`src/rtl/uart_rx_frame.sv`:
```
// uart_rx_frame: oversampling UART receiver with mid-bit sampling, start-glitch rejection,
// parity/frame error reporting and a one-cycle valid strobe.
module uart_rx_frame #(
  parameter int CLKS_PER_BIT = 16,
  parameter int DATA_BITS    = 8,
  parameter int PARITY       = 0,
  parameter int STOP_BITS    = 1,
  parameter int SYNC_STAGES  = 2
) (
  input  logic                 i_Pclk,
  input  logic                 i_Rst_n,
  input  logic                 i_Enable,
  input  logic                 i_Rx_Serial,
  output logic [DATA_BITS-1:0] o_Data,
  output logic                 o_Valid,
  output logic                 o_Parity_Err,
  output logic                 o_Frame_Err,
  output logic                 o_Busy
);
  localparam int CW = $clog2(CLKS_PER_BIT);
  localparam int BW = $clog2(DATA_BITS + 1);
  localparam logic [CW-1:0] HALF = CW'(CLKS_PER_BIT / 2 - 1);
  localparam logic [CW-1:0] LAST = CW'(CLKS_PER_BIT - 1);
  localparam logic [BW-1:0] DLAST = BW'(DATA_BITS - 1);
  localparam logic [BW-1:0] SLAST = BW'(STOP_BITS - 1);
  typedef enum logic [2:0] {S_IDLE, S_START, S_DATA, S_PAR, S_STOP, S_BREAK} state_t;
  state_t                 state;
  logic [SYNC_STAGES-1:0] sync;
  logic [CW-1:0]          clk_cnt;
  logic [BW-1:0]          bit_cnt;
  logic [DATA_BITS-1:0]   shreg;
  logic                   perr, fe, fin, rx_s, tick;
  assign rx_s   = sync[SYNC_STAGES-1];
  assign tick   = clk_cnt == LAST;
  assign o_Busy = state != S_IDLE;
  always_ff @(posedge i_Pclk) begin
    if (!i_Rst_n) begin
      state        <= S_IDLE;
      sync         <= '1;
      clk_cnt      <= '0;
      bit_cnt      <= '0;
      shreg        <= '0;
      perr         <= 1'b0;
      fe           <= 1'b0;
      fin          <= 1'b0;
      o_Data       <= '0;
      o_Valid      <= 1'b0;
      o_Parity_Err <= 1'b0;
      o_Frame_Err  <= 1'b0;
    end else begin
      sync    <= {sync[SYNC_STAGES-2:0], i_Rx_Serial};
      o_Valid <= 1'b0;
      case (state)
        S_IDLE: if (i_Enable && !rx_s) begin
          clk_cnt <= '0;
          state   <= S_START;
        end
        S_START: if (clk_cnt == HALF) begin
          // a line that is high again at half-bit was only a glitch
          clk_cnt <= '0;
          bit_cnt <= '0;
          perr    <= 1'b0;
          fe      <= 1'b0;
          fin     <= 1'b0;
          state   <= rx_s ? S_IDLE : S_DATA;
        end else clk_cnt <= clk_cnt + 1'b1;
        S_DATA: if (tick) begin
          clk_cnt <= '0;
          shreg   <= {rx_s, shreg[DATA_BITS-1:1]};
          bit_cnt <= bit_cnt == DLAST ? '0 : bit_cnt + 1'b1;
          if (bit_cnt == DLAST) state <= PARITY != 0 ? S_PAR : S_STOP;
        end else clk_cnt <= clk_cnt + 1'b1;
        S_PAR: if (tick) begin
          clk_cnt <= '0;
          perr    <= PARITY == 1 ? ~^{shreg, rx_s} : ^{shreg, rx_s};
          state   <= S_STOP;
        end else clk_cnt <= clk_cnt + 1'b1;
        S_STOP: if (fin) begin
          o_Data       <= shreg;
          o_Valid      <= 1'b1;
          o_Parity_Err <= perr;
          o_Frame_Err  <= fe;
          state        <= fe ? S_BREAK : S_IDLE;
        end else if (tick) begin
          clk_cnt <= '0;
          fe      <= fe | ~rx_s;
          fin     <= bit_cnt == SLAST;
          bit_cnt <= bit_cnt + 1'b1;
        end else clk_cnt <= clk_cnt + 1'b1;
        S_BREAK: if (rx_s) state <= S_IDLE;
        default: state <= S_IDLE;
      endcase
    end
  end
endmodule
```
`config.mk`:
```
export PLATFORM = sky130hd
export DESIGN_NAME = uart_rx_frame
export DESIGN_NICKNAME = d
export VERILOG_FILES = /design/src/rtl/uart_rx_frame.sv
export SDC_FILE = /design/constraint.sdc
export NUM_CORES = 1
export LEC_CHECK = 0
export CAP_MARGIN = 10
export CORE_ASPECT_RATIO = 0.75
export CORE_MARGIN = 10
export CORE_UTILIZATION = 50
export DETAILED_ROUTE_END_ITERATION = 7
export GPL_TIMING_DRIVEN = 0
export PLACE_DENSITY_LB_ADDON = 0.12
export SLEW_MARGIN = 20
export SYNTH_ARGS = -nofsm -noshare
export SYNTH_HDL_FRONTEND = slang
export SYNTH_SLANG_ARGS = --single-unit
```
`constraint.sdc`:
```
create_clock -name i_Pclk -period 3.55 [get_ports i_Pclk]
set_input_delay 0.8875 -clock i_Pclk [delete_from_list [all_inputs] [get_ports i_Pclk]]
set_output_delay 0.8875 -clock i_Pclk [all_outputs]
set_load 0.02 [all_outputs]
```
== Word-level counts from Yosys, hierarchy flattened ==
Cells that the tools add are included.

* Divide/modulo/power cells: 0
* Equal/unequal tests: 17
* Bitwise logic cells: 2
* $lt $le $gt $ge: 0
* Multiplexer cells: 31
* Add/subtract/negate cells: 2
* $mul: 0
* Reductions and logical operators: 20
* Shift operators: 0

{| class="wikitable"
|+ Operators with widths
! operator !! number
|-
| two-way mux 4 bit || 9
|-
| two-way mux 3 bit || 8
|-
| != test 2 bit (second input constant) || 9
|-
| one-hot mux 3 bit (6 select lines) || 1
|-
| one-hot mux 4 bit (4 select lines) || 1
|-
| one-hot mux 4 bit (3 select lines) || 1
|-
| parity 9 bit || 1
|-
| adder 4 x 1 -> 4 bit (second input constant) || 2
|-
| == test 4 x 3 -> 1 bit (second input constant) || 2
|-
| AND reduction 2 bit || 4
|-
| two-way mux 1 bit || 7
|-
| AND reduction 7 bit || 1
|-
| == test 3 x 2 -> 1 bit (second input constant) || 2
|-
| == test 3 bit (second input constant) || 2
|-
| one-hot mux 1 bit (2 select lines) || 3
|-
| AND reduction 3 bit || 2
|-
| nonzero test 3 bit || 2
|-
| AND reduction 5 bit || 1
|-
| == test 4 bit (second input constant) || 1
|-
| logical NOT 4 bit || 1
|-
| AND reduction 4 bit || 1
|-
| nonzero test 2 bit || 2
|-
| nonzero test 4 bit || 1
|-
| == test 3 x 1 -> 1 bit (second input constant) || 1
|-
| 7 further kinds || 7
|}

* Bits in latches: 0
* Input port bits: 4
* Memories kept: 0
* Logic and storage cells: 84
* Bits in read-only memories: 0
* Bits in writable memories: 0
* Flip-flop bits (word level): 35
* Output and inout bits: 12

== Longest topological paths before layout ==
* Depth after elaboration: 5
* Gate-level depth with buffers: 6
* Depth with buffers taken out: 6

== Least setup slack after synthesis ==
No wires, ideal clock.

* Path type: input to register
* Start point: in i_Enable
* End point: reg clk_cnt[2]
* Cell stages on the path: 4
* Buffers on the path: 0
* Arrival time: 1.792 ns
* Setup slack: 1.687 ns
* Cell sequence: nor2b_1 -> o22ai_2 -> or4_1 -> a21oi_1

* Cells in the longest elaborated chain, start to end: 3

{| class="wikitable"
|+ RTL lines
! item !! line !! RTL
|-
| start, declared || 12 || <nowiki>input logic i_Enable,</nowiki>
|-
| logical AND 1 bit || 54 || <nowiki>S_IDLE: if (i_Enable && !rx_s) begin</nowiki>
|-
| != test 2 bit (no line) || -- ||
|-
| AND reduction 3 bit (no line) || -- ||
|-
| end signal, assigned || 66 || <nowiki>end else clk_cnt <= clk_cnt + 1'b1;</nowiki>
|-
| end signal, assigned || 72 || <nowiki>end else clk_cnt <= clk_cnt + 1'b1;</nowiki>
|-
| end signal, assigned || 77 || <nowiki>end else clk_cnt <= clk_cnt + 1'b1;</nowiki>
|-
| end, declared || 29 || <nowiki>logic [CW-1:0] clk_cnt;</nowiki>
|}

No other way between the ends.
A chain may end at the register's enable or synchronous reset.

== Final worst setup path ==
* Start point: reg state[0]
* End point: out o_Busy

* Cells in the longest elaborated chain, start to end: 1

{| class="wikitable"
|+ RTL lines
! item !! line !! RTL
|-
| start, declared || 27 || <nowiki>state_t state;</nowiki>
|-
| start signal, assigned || 65 || <nowiki>state <= rx_s ? S_IDLE : S_DATA;</nowiki>
|-
| start signal, assigned || 71 || <nowiki>if (bit_cnt == DLAST) state <= PARITY != 0 ? S_PAR : S_STOP;</nowiki>
|-
| start signal, assigned || 83 || <nowiki>state <= fe ? S_BREAK : S_IDLE;</nowiki>
|-
| nonzero test 3 bit || 35 || <nowiki>assign o_Busy = state != S_IDLE;</nowiki>
|-
| end, declared || 18 || <nowiki>output logic o_Busy</nowiki>
|}

No other way between the ends.

==> out/qor.yml <==
run_status: "finished clean"
post_cts_hold_buffer_count: 0
avgRoutedWirePerCell_um: 14.3
setup_viol: 0
finalNetCount: 232
synth-edff-count: 0
worst-r2r-cell-count: 6
routed_via_density: 5.59
static-leakage-power_nw: 0.741
hold_fails_final_rpt: 0
crit_fanout: 6
power_density_nw_per_um2: 408
setup.worst_path.end: "o_Busy"
antenna_found_initial: 0
worstHoldPathType: "reg2reg"
critical_path.endpoint_type: "primary output"
ant_nets: 0
ys_ff_latch: 35
worst_setup_sp_type: "register"
drt_drc_violations_left: 0
synth-seq-area-share: 0.414
grt_start_max_net_pins: 13
layout-drive-gt1-share: 0.0885
vias_in_the_first_global_route: 1428
grt-ovfl-total: 0
most-common-layout-cells: "sky130_fd_sc_hd__dfxtp_1 (35), sky130_fd_sc_hd__nand2_1 (31), sky130_fd_sc_hd__nor2_1 (23)"
worstPathRequired_ps: 2660
cts_setup_buffers: 0
maximum_number_of_buffers_from_clock_root_to_sink: 2
ctsResizeCount: 0
whs_path_depth: 1
inserted_clock_buffers: 5
max-cap-violations: 0
syn-instance-count: 203
grt_setup_unrepaired: "false"
ir_worst_vdd_v: 0.000292
utilization: 0.614
most_instantiated_flip_flop_cell_in_the_synthesis_netlist: "sky130_fd_sc_hd__dfxtp_1"
syn_area_per_cell_um2: 8.33
rrSetupSlack_ps: 1630
antenna-diode-count: 0
totalNegativeSetupSlack_ps: 0
clock-sinks: 35
timing.critical_path.cells: "or3_1 > clkdlybuf4s50_1"
rr_startpoint: "clk_cnt[0]"
report.final.slew_viol_count: 0
die_height_um: 70.4
async_flop_share: 0
critPathLaunch: "state[0]"
clk_latency_ps: 290
gpl.final_weighted_congestion: 0.877
first_iteration_detailed_routing_drc_count: 105
groute.usage.overall: 0.124
drt-pass1-iter-count: 4
slew_headroom: 0.578
io-pin-count: 16
layout_worst_path_cycle_share: 0.714
worst_path_max_delay_cell: "sky130_fd_sc_hd__clkdlybuf4s50_1"
criticalPathCategory: "reg2out"
floorplan.die_area_um2: 6130
io_buffer_count: 15
detailroute.via_count: 1486
global_route_wire_length_before_repair_mm: 6.42
syn_nets: 210
critical-path-max-stage-delay_ps: 560
finClkSkew_ps: 5.40
clock_tree.htree_level_count: 2
fmaxAchievable_ghz: 0.395
rows: 18
cp_data_arrival_time_ps: 1650
final_common_cell: "sky130_fd_sc_hd__dfxtp_1"
mappedNetlistArea_um2: 1690
flow.area_growth_from_synthesis_pct: 18.5
r2r-end: "shreg[3]"
chipWidth_um: 87.2
root_buffer: "sky130_fd_sc_hd__clkbuf_8"
clk_pin_slew_worst_paths_ps: 70
core_area_um2: 3270
cts_tree: "built"
yosys_warnings: 0
ys_top_cells_by_area: "sky130_fd_sc_hd__dfxtp_1 (41%), sky130_fd_sc_hd__nand2_1 (6.9%), sky130_fd_sc_hd__nor2_1 (5.1%)"
min_period_ps: 2530
post_synth_num_cell_types: 48
floorplan.initialDensity: 0.518
synthDominantCellAreaShare: 0.414
filler_cells: 286
place_hpwl_mm: 2.83
tightest_slew_ps: 625
finalWirelength_mm: 3.81
yosysTopAreaCell: "sky130_fd_sc_hd__dfxtp_1"
-- final cells by class --
| class | instances | area (um^2) | share of cell area |
|---|---|---|---|
| tap | 40 | 50.0 | 0.0250 |
| timing repair buffer | 15 | 150 | 0.0749 |
| inverter | 8 | 30.0 | 0.0150 |
| multi-input combinational | 151 | 915 | 0.456 |
| clock buffer | 5 | 68.8 | 0.0343 |
| clock inverter | 3 | 43.8 | 0.0218 |
| sequential | 35 | 701 | 0.350 |
| buffer | 9 | 46.3 | 0.0231 |
-- cell usage after synthesis, types with 3 or more instances --
| library cell | number |
|---|---|
| sky130_fd_sc_hd__a21boi_1 | 3 |
| sky130_fd_sc_hd__nand2_1 | 31 |
| sky130_fd_sc_hd__o21ai_0 | 7 |
| sky130_fd_sc_hd__a21oi_1 | 14 |
| sky130_fd_sc_hd__and2_1 | 3 |
| sky130_fd_sc_hd__clkbuf_1 | 4 |
| sky130_fd_sc_hd__inv_1 | 8 |
| sky130_fd_sc_hd__nand2b_1 | 4 |
| sky130_fd_sc_hd__buf_2 | 4 |
| sky130_fd_sc_hd__xnor2_1 | 8 |
| sky130_fd_sc_hd__mux2i_1 | 8 |
| sky130_fd_sc_hd__nor2_1 | 23 |
| sky130_fd_sc_hd__ha_1 | 3 |
| sky130_fd_sc_hd__nand3_1 | 9 |
| sky130_fd_sc_hd__dfxtp_1 | 35 |
-- routing by layer --
metal	vias to the layer above	share of wire	global-route usage
met4	0	0.013	0.0442
li1	748	-	-
met1	685	0.48	0.163
met5	-	0	0
met2	44	0.44	0.184
met3	9	0.068	0.0394
-- cell families after synthesis --
family / count (synthesis) / synth area share
AOI/OAI and AO/OA: 42 / 0.163
xor gates and xnor gates: 9 / 0.0466
adders and majority gates: 3 / 0.0222
buffers and inverters: 17 / 0.0451
DFF: 35 / 0.414
muxes: 8 / 0.0473
and+or+nand+nor: 89 / 0.261
-- power by group --
part,internal (mW),switching [mW]
clock,0.209,0.148
combinational,0.0257,0.0360
sequential,0.396,0.00427
total,0.630,0.188
-- stage by stage --
step           hold slack, ps  worst slack, ps  power, mW  cells  instance area [um^2]
6_report                  428             1020      0.818    266                  2000
5_1_grt                   450              974      0.848    266                  2000
4_1_cts                   415             1010      0.824    266                  2000
3_5_place_dp              398             1090      0.469    258                  1890
3_3_place_gp              393             1200      0.467    258                  1890
2_1_floorplan             386             1690      0.451    203                  1690
-- how the worst min path moves through the flow --
stage / startpoint / end / slack [ps]
after CTS: sync[0] / sync[1] / 410
after global placement: sync[0] / sync[1] / 390
after global routing: sync[0] / sync[1] / 450
after detailed placement: sync[0] / sync[1] / 400
final: sync[0] / sync[1] / 430
after floorplan: sync[0] / sync[1] / 390
-- critical path, delay by kind of cell, from the launching register on --
kind	cells	cell delay (ps)
AND/OR/NAND/NOR	1	440
buffers and inverters	1	560
flip-flops	1	360
-- registers in the layout, summed over array words and instances (netlist names), 2 cells and up --
name and count:
o_Data 8, sync 2, state 3, clk_cnt 4, shreg 8, bit_cnt 4
Note: power is estimated with default switching activity, not from simulation.
